$ cat config.mk
export PLATFORM = sky130hd
export DESIGN_NAME = ifm_buf_loader
export DESIGN_NICKNAME = d
export VERILOG_FILES = /design/src/rtl/ifm_buf_loader.sv
export SDC_FILE = /design/constraint.sdc
export NUM_CORES = 1
export LEC_CHECK = 0
export CAP_MARGIN = 20
export CELL_PAD_IN_SITES_DETAIL_PLACEMENT = 0
export CELL_PAD_IN_SITES_GLOBAL_PLACEMENT = 1
export CORE_ASPECT_RATIO = 0.5
export CORE_MARGIN = 4
export CORE_UTILIZATION = 30
export CTS_BUF_LIST = sky130_fd_sc_hd__clkbuf_8
export CTS_CLUSTER_DIAMETER = 40
export DETAILED_ROUTE_END_ITERATION = 10
export PLACE_DENSITY = 0.73
export SYNTH_ARGS = -nofsm -noshare
export SYNTH_HDL_FRONTEND = slang
export SYNTH_SLANG_ARGS = --single-unit
$ cat constraint.sdc
create_clock -name clk -period 10.7 [get_ports clk]
set_clock_uncertainty 0.1 [all_clocks]
set_input_delay 2.675 -clock clk [delete_from_list [all_inputs] [get_ports clk]]
set_output_delay 2.675 -clock clk [all_outputs]
set_load 0.03 [all_outputs]
$ cat src/rtl/ifm_buf_loader.sv
// ifm_buf_loader
//   Fills one input-feature-map row buffer from external memory. A one-hot
//   load pulse selects the target buffer and the row. The block streams
//   N = q_width*q_channel consecutive words, starting at
//   q_base_addr + row*N, into buffer addresses 0..N-1. It then raises that
//   buffer's done flag.
//
// Ports
//   clk, rst                  clock, synchronous active-high reset
//   q_width/q_channel         row geometry, sampled when a job is accepted
//   q_base_addr               IFM base word address
//   i_load_start/i_load_row   one-hot load pulse and the row to load
//   i_buf_release             per-buffer clear of the done flag
//   o_rd_req/o_rd_addr        memory read request (handshake with i_rd_gnt)
//   i_rd_valid/i_rd_data      in-order read responses
//   o_buf_we/o_buf_addr/o_buf_wdata   registered buffer write port
//   o_buf_done                per-buffer row-loaded flag
//   o_busy, o_err             job activity and sticky error flag
module ifm_buf_loader #(
  parameter int W_SIZE      = 12,
  parameter int W_CHANNEL   = 6,
  parameter int IFM_BUF_CNT = 4,
  parameter int W_IFM_BUF   = 2,
  parameter int W_ADDR      = 24,
  parameter int W_DATA      = 32,
  parameter int W_BUF_ADDR  = 10,
  parameter int MAX_OUT     = 8
) (
  input  logic                   clk,
  input  logic                   rst,
  input  logic [W_SIZE-1:0]      q_width,
  input  logic [W_CHANNEL-1:0]   q_channel,
  input  logic [W_ADDR-1:0]      q_base_addr,
  input  logic [IFM_BUF_CNT-1:0] i_load_start,
  input  logic [W_SIZE-1:0]      i_load_row,
  input  logic [IFM_BUF_CNT-1:0] i_buf_release,
  output logic                   o_rd_req,
  output logic [W_ADDR-1:0]      o_rd_addr,
  input  logic                   i_rd_gnt,
  input  logic                   i_rd_valid,
  input  logic [W_DATA-1:0]      i_rd_data,
  output logic [IFM_BUF_CNT-1:0] o_buf_we,
  output logic [W_BUF_ADDR-1:0]  o_buf_addr,
  output logic [W_DATA-1:0]      o_buf_wdata,
  output logic [IFM_BUF_CNT-1:0] o_buf_done,
  output logic                   o_busy,
  output logic                   o_err
);

  localparam int W_N   = W_SIZE + W_CHANNEL;
  localparam int W_PRD = W_SIZE + W_N;
  localparam int W_OUT = $clog2(MAX_OUT + 1);
  localparam logic [W_OUT-1:0] MAX_OUT_V = W_OUT'(MAX_OUT);

  typedef enum logic [1:0] {IDLE, LOAD, DRAIN} state_t;

  state_t                 state;
  logic [W_IFM_BUF-1:0]   job_idx;
  logic [W_N-1:0]         job_n;
  logic [W_N-1:0]         iss_cnt;
  logic [W_N-1:0]         wr_cnt;
  logic [W_OUT-1:0]       outstanding;
  logic                   fin;
  logic                   pend_valid;
  logic [W_IFM_BUF-1:0]   pend_idx;
  logic [W_SIZE-1:0]      pend_row;

  logic                   grant;
  logic                   rsp;
  logic                   stray;
  logic [W_OUT-1:0]       out_next;
  logic                   pulse_one;
  logic                   pulse_multi;
  logic                   start_pend;
  logic                   start_new;
  logic                   accept;
  logic                   capture;
  logic                   drop;
  logic [W_IFM_BUF-1:0]   acc_idx;
  logic [W_SIZE-1:0]      acc_row;
  logic [W_N-1:0]         n_now;
  logic [W_ADDR-1:0]      acc_addr;
  logic                   pend_nx;
  logic                   run_nx;
  logic                   busy_nx;
  logic [IFM_BUF_CNT-1:0] done_nx;

  function automatic logic is_onehot(input logic [IFM_BUF_CNT-1:0] v);
    return (v != '0) && ((v & (v - IFM_BUF_CNT'(1))) == '0);
  endfunction

  function automatic logic [W_IFM_BUF-1:0] enc(input logic [IFM_BUF_CNT-1:0] v);
    logic [W_IFM_BUF-1:0] idx;
    idx = '0;
    for (int i = 0; i < IFM_BUF_CNT; i++)
      if (v[i]) idx = W_IFM_BUF'(i);
    return idx;
  endfunction

  function automatic logic [IFM_BUF_CNT-1:0] dec(input logic [W_IFM_BUF-1:0] idx);
    return IFM_BUF_CNT'(1) << idx;
  endfunction

  always_comb begin
    grant       = o_rd_req & i_rd_gnt;
    // Responses are only meaningful while something is outstanding; any
    // other i_rd_valid is stray and must not reach the buffer.
    rsp         = i_rd_valid & (outstanding != '0);
    stray       = i_rd_valid & (outstanding == '0);
    out_next    = outstanding + W_OUT'(grant) - W_OUT'(rsp);

    pulse_one   = is_onehot(i_load_start);
    pulse_multi = (i_load_start != '0) & ~pulse_one;

    // A held job always starts before a fresh pulse; the fresh pulse then
    // takes over the slot the held job just vacated.
    start_pend  = (state == IDLE) & pend_valid;
    start_new   = (state == IDLE) & ~pend_valid & pulse_one;
    accept      = start_pend | start_new;
    capture     = pulse_one & ~start_new & (~pend_valid | start_pend);
    drop        = pulse_one & ~start_new & pend_valid & ~start_pend;

    acc_idx     = start_pend ? pend_idx : enc(i_load_start);
    acc_row     = start_pend ? pend_row : i_load_row;
    n_now       = W_N'(q_width) * W_N'(q_channel);
    acc_addr    = q_base_addr + W_ADDR'(W_PRD'(acc_row) * W_PRD'(n_now));

    pend_nx     = capture | (pend_valid & ~start_pend);
    case (state)
      IDLE:    run_nx = accept & (n_now != '0);
      LOAD:    run_nx = 1'b1;
      default: run_nx = ~fin;
    endcase
    busy_nx     = run_nx | pend_nx;

    // Release clears, accept clears, completion sets; a zero-length job
    // completes on the accept itself. Completion only happens in DRAIN so
    // it never coincides with an accept.
    done_nx = o_buf_done & ~i_buf_release;
    if (accept) done_nx[acc_idx] = (n_now == '0);
    if (fin)    done_nx[job_idx] = 1'b1;
  end

  always_ff @(posedge clk) begin
    if (rst) begin
      state       <= IDLE;
      job_idx     <= '0;
      job_n       <= '0;
      iss_cnt     <= '0;
      wr_cnt      <= '0;
      outstanding <= '0;
      fin         <= 1'b0;
      pend_valid  <= 1'b0;
      pend_idx    <= '0;
      pend_row    <= '0;
      o_rd_req    <= 1'b0;
      o_rd_addr   <= '0;
      o_buf_we    <= '0;
      o_buf_addr  <= '0;
      o_buf_wdata <= '0;
      o_buf_done  <= '0;
      o_busy      <= 1'b0;
      o_err       <= 1'b0;
    end else begin
      o_buf_we    <= '0;
      o_busy      <= busy_nx;
      o_buf_done  <= done_nx;
      outstanding <= out_next;
      pend_valid  <= pend_nx;

      if (capture) begin
        pend_idx <= enc(i_load_start);
        pend_row <= i_load_row;
      end

      if (pulse_multi | drop | stray) o_err <= 1'b1;

      if (rsp) begin
        o_buf_we    <= dec(job_idx);
        o_buf_addr  <= W_BUF_ADDR'(wr_cnt);
        o_buf_wdata <= i_rd_data;
        wr_cnt      <= wr_cnt + W_N'(1);
        if (wr_cnt + W_N'(1) == job_n) fin <= 1'b1;
      end

      case (state)
        IDLE: begin
          if (accept) begin
            job_idx   <= acc_idx;
            job_n     <= n_now;
            iss_cnt   <= '0;
            wr_cnt    <= '0;
            o_rd_addr <= acc_addr;
            if (n_now != '0) begin
              state    <= LOAD;
              o_rd_req <= 1'b1;
            end
          end
        end
        LOAD: begin
          if (grant) begin
            iss_cnt <= iss_cnt + W_N'(1);
            if (iss_cnt + W_N'(1) == job_n) begin
              o_rd_req <= 1'b0;
              state    <= DRAIN;
            end else begin
              o_rd_addr <= o_rd_addr + W_ADDR'(1);
              o_rd_req  <= (out_next < MAX_OUT_V);
            end
          end else begin
            // Address is held; only the throttle can change the request.
            o_rd_req <= (out_next < MAX_OUT_V);
          end
        end
        DRAIN: begin
          if (fin) begin
            fin   <= 1'b0;
            state <= IDLE;
          end
        end
        default: state <= IDLE;
      endcase
    end
  end

endmodule

==> results.txt <==
In this run the tool buffered the top-level ports with 174 buffer cells. In the layout the commonest cells are 367 x sky130_fd_sc_hd__nand2_1, 307 x sky130_fd_sc_hd__inv_1, 209 x sky130_fd_sc_hd__fa_1. The critical path required time came out at between 10 and 15 ns. The die boundary width is roughly 350 um. The final setup TNS came out at 0 ns.

In this run, synthesis inferred 0 flip-flops with an integrated enable. The clock sink count is 155. The number of storage elements in the synthesis netlist came out at 155. After the last flow step, the layout net total stands at 2800. The final number of max-transition violations is 0. The cell count after synthesis is 2151. The number of core rows is between 60 and 70. The fraction of registers with async set/reset is 0%.

The clock slew at the register clock pins of the worst setup and hold paths is about 0.1 ns. The count of inserted antenna diode cells came out at 0. Summed over its instances, the top area cell type makes up about a quarter of the synthesized netlist area. The net count after synthesis came out at 2543. The later pin in the worst-skew pair is clocked with a latency of 0.47 ns. The deepest clock path buffer count came out at 2. Setup violations remaining at the end of the flow were counted as 0. The number of global-route vias before repair came out at about 15000. The maximum level of the CTS H-tree came out at 4. The number of unique standard cell types used by synthesis is 74. For this run, the leading register cell type out of synthesis is sky130_fd_sc_hd__dfxtp_1.

The Yosys warning count came out at 0. The floorplan step set the die height to 177 um. The mapped cell area is 17100 um^2.

The worst register-to-register path begins at state[1]. The initial standard-cell utilization of the core came out at 30.5%. The number of antenna-violating nets in the routed design is 0. The worst-case headroom to the max-slew limit is just under 30%. The post-synthesis share of cell area spent on xor and xnor gates came out at 5.96%. Clock tree synthesis selected as its root buffer the cell sky130_fd_sc_hd__clkbuf_8. STA puts the critical path data arrival time at 10.57 ns.

Leaving out fill and tap cells, the most frequent cell in the layout is sky130_fd_sc_hd__nand2_1. The number of buffers created by CTS is 17. The total vias in the final route came out at 14900. The max capacitance violation total is 0. Summed over all nets, the half-perimeter wirelength after detailed placement is 39.2 mm. The clock tree from TritonCTS is built. The pin slew with the least headroom to its limit came out at 1.03 ns. The standard cell with the maximum stage delay on the critical path is sky130_fd_sc_hd__or4_4. After global routing the overflow that remains totals 0. The endpoint identified for the worst register-to-register timing path is o_rd_addr[18]. Setup repair after global routing left no endpoint under its margin. The classification of the worst-slack hold path is reg -> reg.

Sequential elements use 18.2% of the synthesized area. Dividing the detail-routed wire length by the instance count gives roughly 16 um. The number of violations reported at the end of detailed-routing iteration 0 is around 920. The overall global routing resource usage is approximately 16%. The layout cell share with drive strength beyond 1 is 12.2%. The largest family of logic cells by synthesized area is adder cells. In the synthesized netlist, mux cells make up around 1.7% of the area. The number of antenna violations at the first check in global routing is 0. The largest net degree at the start of global routing is just over 80. For hold timing, the worst endpoint is o_buf_wdata[14].

Of the total synthesized cell area, the portion taken by AND, OR, NAND and NOR gates is between 20 and 25%. The most frequent cell on the critical path is sky130_fd_sc_hd__fa_1. The synthesized netlist devotes 30.9% of its cell area to adder and majority cells. The global-route wire length before repair is 78.9 mm.

The reg-to-reg setup timing slack is 3.80 ns. Summed over all layers, the routed wires come to 49.6 mm. In the routed design, unresolved DRC markers number 0. After synthesis, the cell types taking the most area are sky130_fd_sc_hd__fa_1 25%, sky130_fd_sc_hd__dfxtp_1 18%, sky130_fd_sc_hd__nand2_1 8.1%. The largest total area in the synthesized netlist belongs to sky130_fd_sc_hd__fa_1. The minimum clock period is 10.38 ns. The flow ran to the end, and the final reports show no timing, DRC or antenna violations. The setup path with the least slack is of type in -> reg. Before antenna repair, the detailed router went through 5 iterations. The count of hold buffers inserted by post-cts repair came out at 0.

The worst setup path is captured at a flip-flop. The average instance in the mapped netlist occupies 7.93 um^2. At the end of routability-driven placement, the weighted congestion stood at roughly 0.85. The synthesized netlist devotes between 10% and 20% of its cell area to compound gates. The number of cells traversed by the worst register-to-register path is 25. Counting instances, the worst hold path has a depth of 2. In this run the worst path has a maximum fanout of 5. In this run the most critical hold path is launched from o_buf_wdata[14]. The die footprint is 61000 um^2. The number of vias per cell after detailed routing came out at 4.70. The top-level port count came out at between 150 and 200. STA classifies the critical path startpoint as a primary input.

The largest incremental delay on the critical path came out at 0.58 ns. The count of endpoints failing hold in the final timing report is 0. The share of the cycle needed by the critical path after routing came out at around 97%. Static timing analysis puts the maximum clock frequency at slightly below 100 MHz. The area of the core region is 55900 um^2. From synthesis to final layout, the design area changed by 25.2%.
==> cell usage after synthesis (10+ instances only) <==
cell type,n
sky130_fd_sc_hd__nand4_1,18
sky130_fd_sc_hd__o21ai_0,65
sky130_fd_sc_hd__nor3_1,27
sky130_fd_sc_hd__and2_1,91
sky130_fd_sc_hd__nand3_1,43
sky130_fd_sc_hd__xor2_1,48
sky130_fd_sc_hd__fa_1,210
sky130_fd_sc_hd__nor2_1,181
sky130_fd_sc_hd__nor2b_1,10
sky130_fd_sc_hd__a21oi_1,139
sky130_fd_sc_hd__dfxtp_1,155
sky130_fd_sc_hd__nor4_1,13
sky130_fd_sc_hd__and3_1,20
sky130_fd_sc_hd__inv_1,306
sky130_fd_sc_hd__clkbuf_1,82
sky130_fd_sc_hd__nand2_1,369
sky130_fd_sc_hd__ha_1,84
sky130_fd_sc_hd__xnor2_1,63
sky130_fd_sc_hd__mux2i_1,26
sky130_fd_sc_hd__a21o_1,19
==> per-stage QoR <==
stage	hold WS [ns]	utilization, %	setup WS, ns	instance area, um^2	std cells
6_report	0.358	38.2	0.316	21300	3176
5_1_grt	0.378	38.2	0.0256	21300	3176
4_1_cts	0.360	37.6	0.00129	21000	3166
3_5_place_dp	0.346	36.7	-0.701	20500	3132
3_3_place_gp	0.341	36.7	-0.640	20500	3132
2_1_floorplan	0.355	-	0.00895	17100	2151
==> cell families after synthesis <==
group | Yosys count
AO/OA/AOI/OAI | 326
XOR/XNOR | 113
adder cells (fa/ha/maj) | 296
buffers and inverters | 410
flip-flops | 155
multiplexers | 28
AND/OR/NAND/NOR | 823
==> critical path: cells and delay by family <==
| kind | cells | cell delay (ns) |
|---|---|---|
| buf+inv | 8 | 0.67 |
| xor+xnor | 1 | 0.07 |
| simple gates | 9 | 1.63 |
| compound gates | 4 | 1.01 |
| fa+ha+maj | 10 | 4.51 |
==> layer usage <==
metal  GRT usage (%)  routed length, um  vias to the layer above
li1                -                  -                     7376
met1            21.9              23400                     7237
met2            26.5              23400                      274
met3            2.47               2110                       41
met4            3.05                725                        0
met5               0                  0                        -
==> layout make-up <==
class | instances | area, um^2
clock buffers | 17 | 234
clock inverters | 14 | 140
fillers | 5845 | 34500
inverters | 307 | 1150
multi-input cells | 1586 | 12800
flip-flops and latches | 155 | 3100
well taps | 756 | 946
repair buffers | 341 | 3020
==> worst max-delay path by stage <==
stage	start	endpoint	slack, ns	cells past startpoint
finish	q_channel[1]	o_rd_addr[21]	0.32	32
global route	q_width[11]	o_rd_addr[22]	0.03	35
CTS	q_channel[1]	o_rd_addr[23]	0.001	33
detailed placement	q_channel[3]	o_rd_addr[23]	-0.70	32
global placement	q_channel[3]	o_rd_addr[23]	-0.64	32
floorplan	q_channel[0]	o_rd_addr[21]	0.009	32
==> timing repair <==
| item | in CTS | in global routing |
|---|---|---|
| gates cloned | 0 | 1 |
| pin swaps | 7 | 40 |
| setup endpoints to repair | 8 | 12 |
| buffers inserted | 3 | 9 |
| resized for setup | 28 | 71 |
==> flip-flops by register name (all words and copies together), names as in the netlist, 2 cells and up <==
register	count
pend_row	12
job_idx	2
o_buf_addr	10
o_rd_addr	24
job_n	18
wr_cnt	18
outstanding	4
o_buf_we	4
state	2
o_buf_done	4
iss_cnt	18
pend_idx	2
o_buf_wdata	32
Power is not shown: default switching activity piles up to over one toggle a cycle in this logic, so the estimate is an artifact.
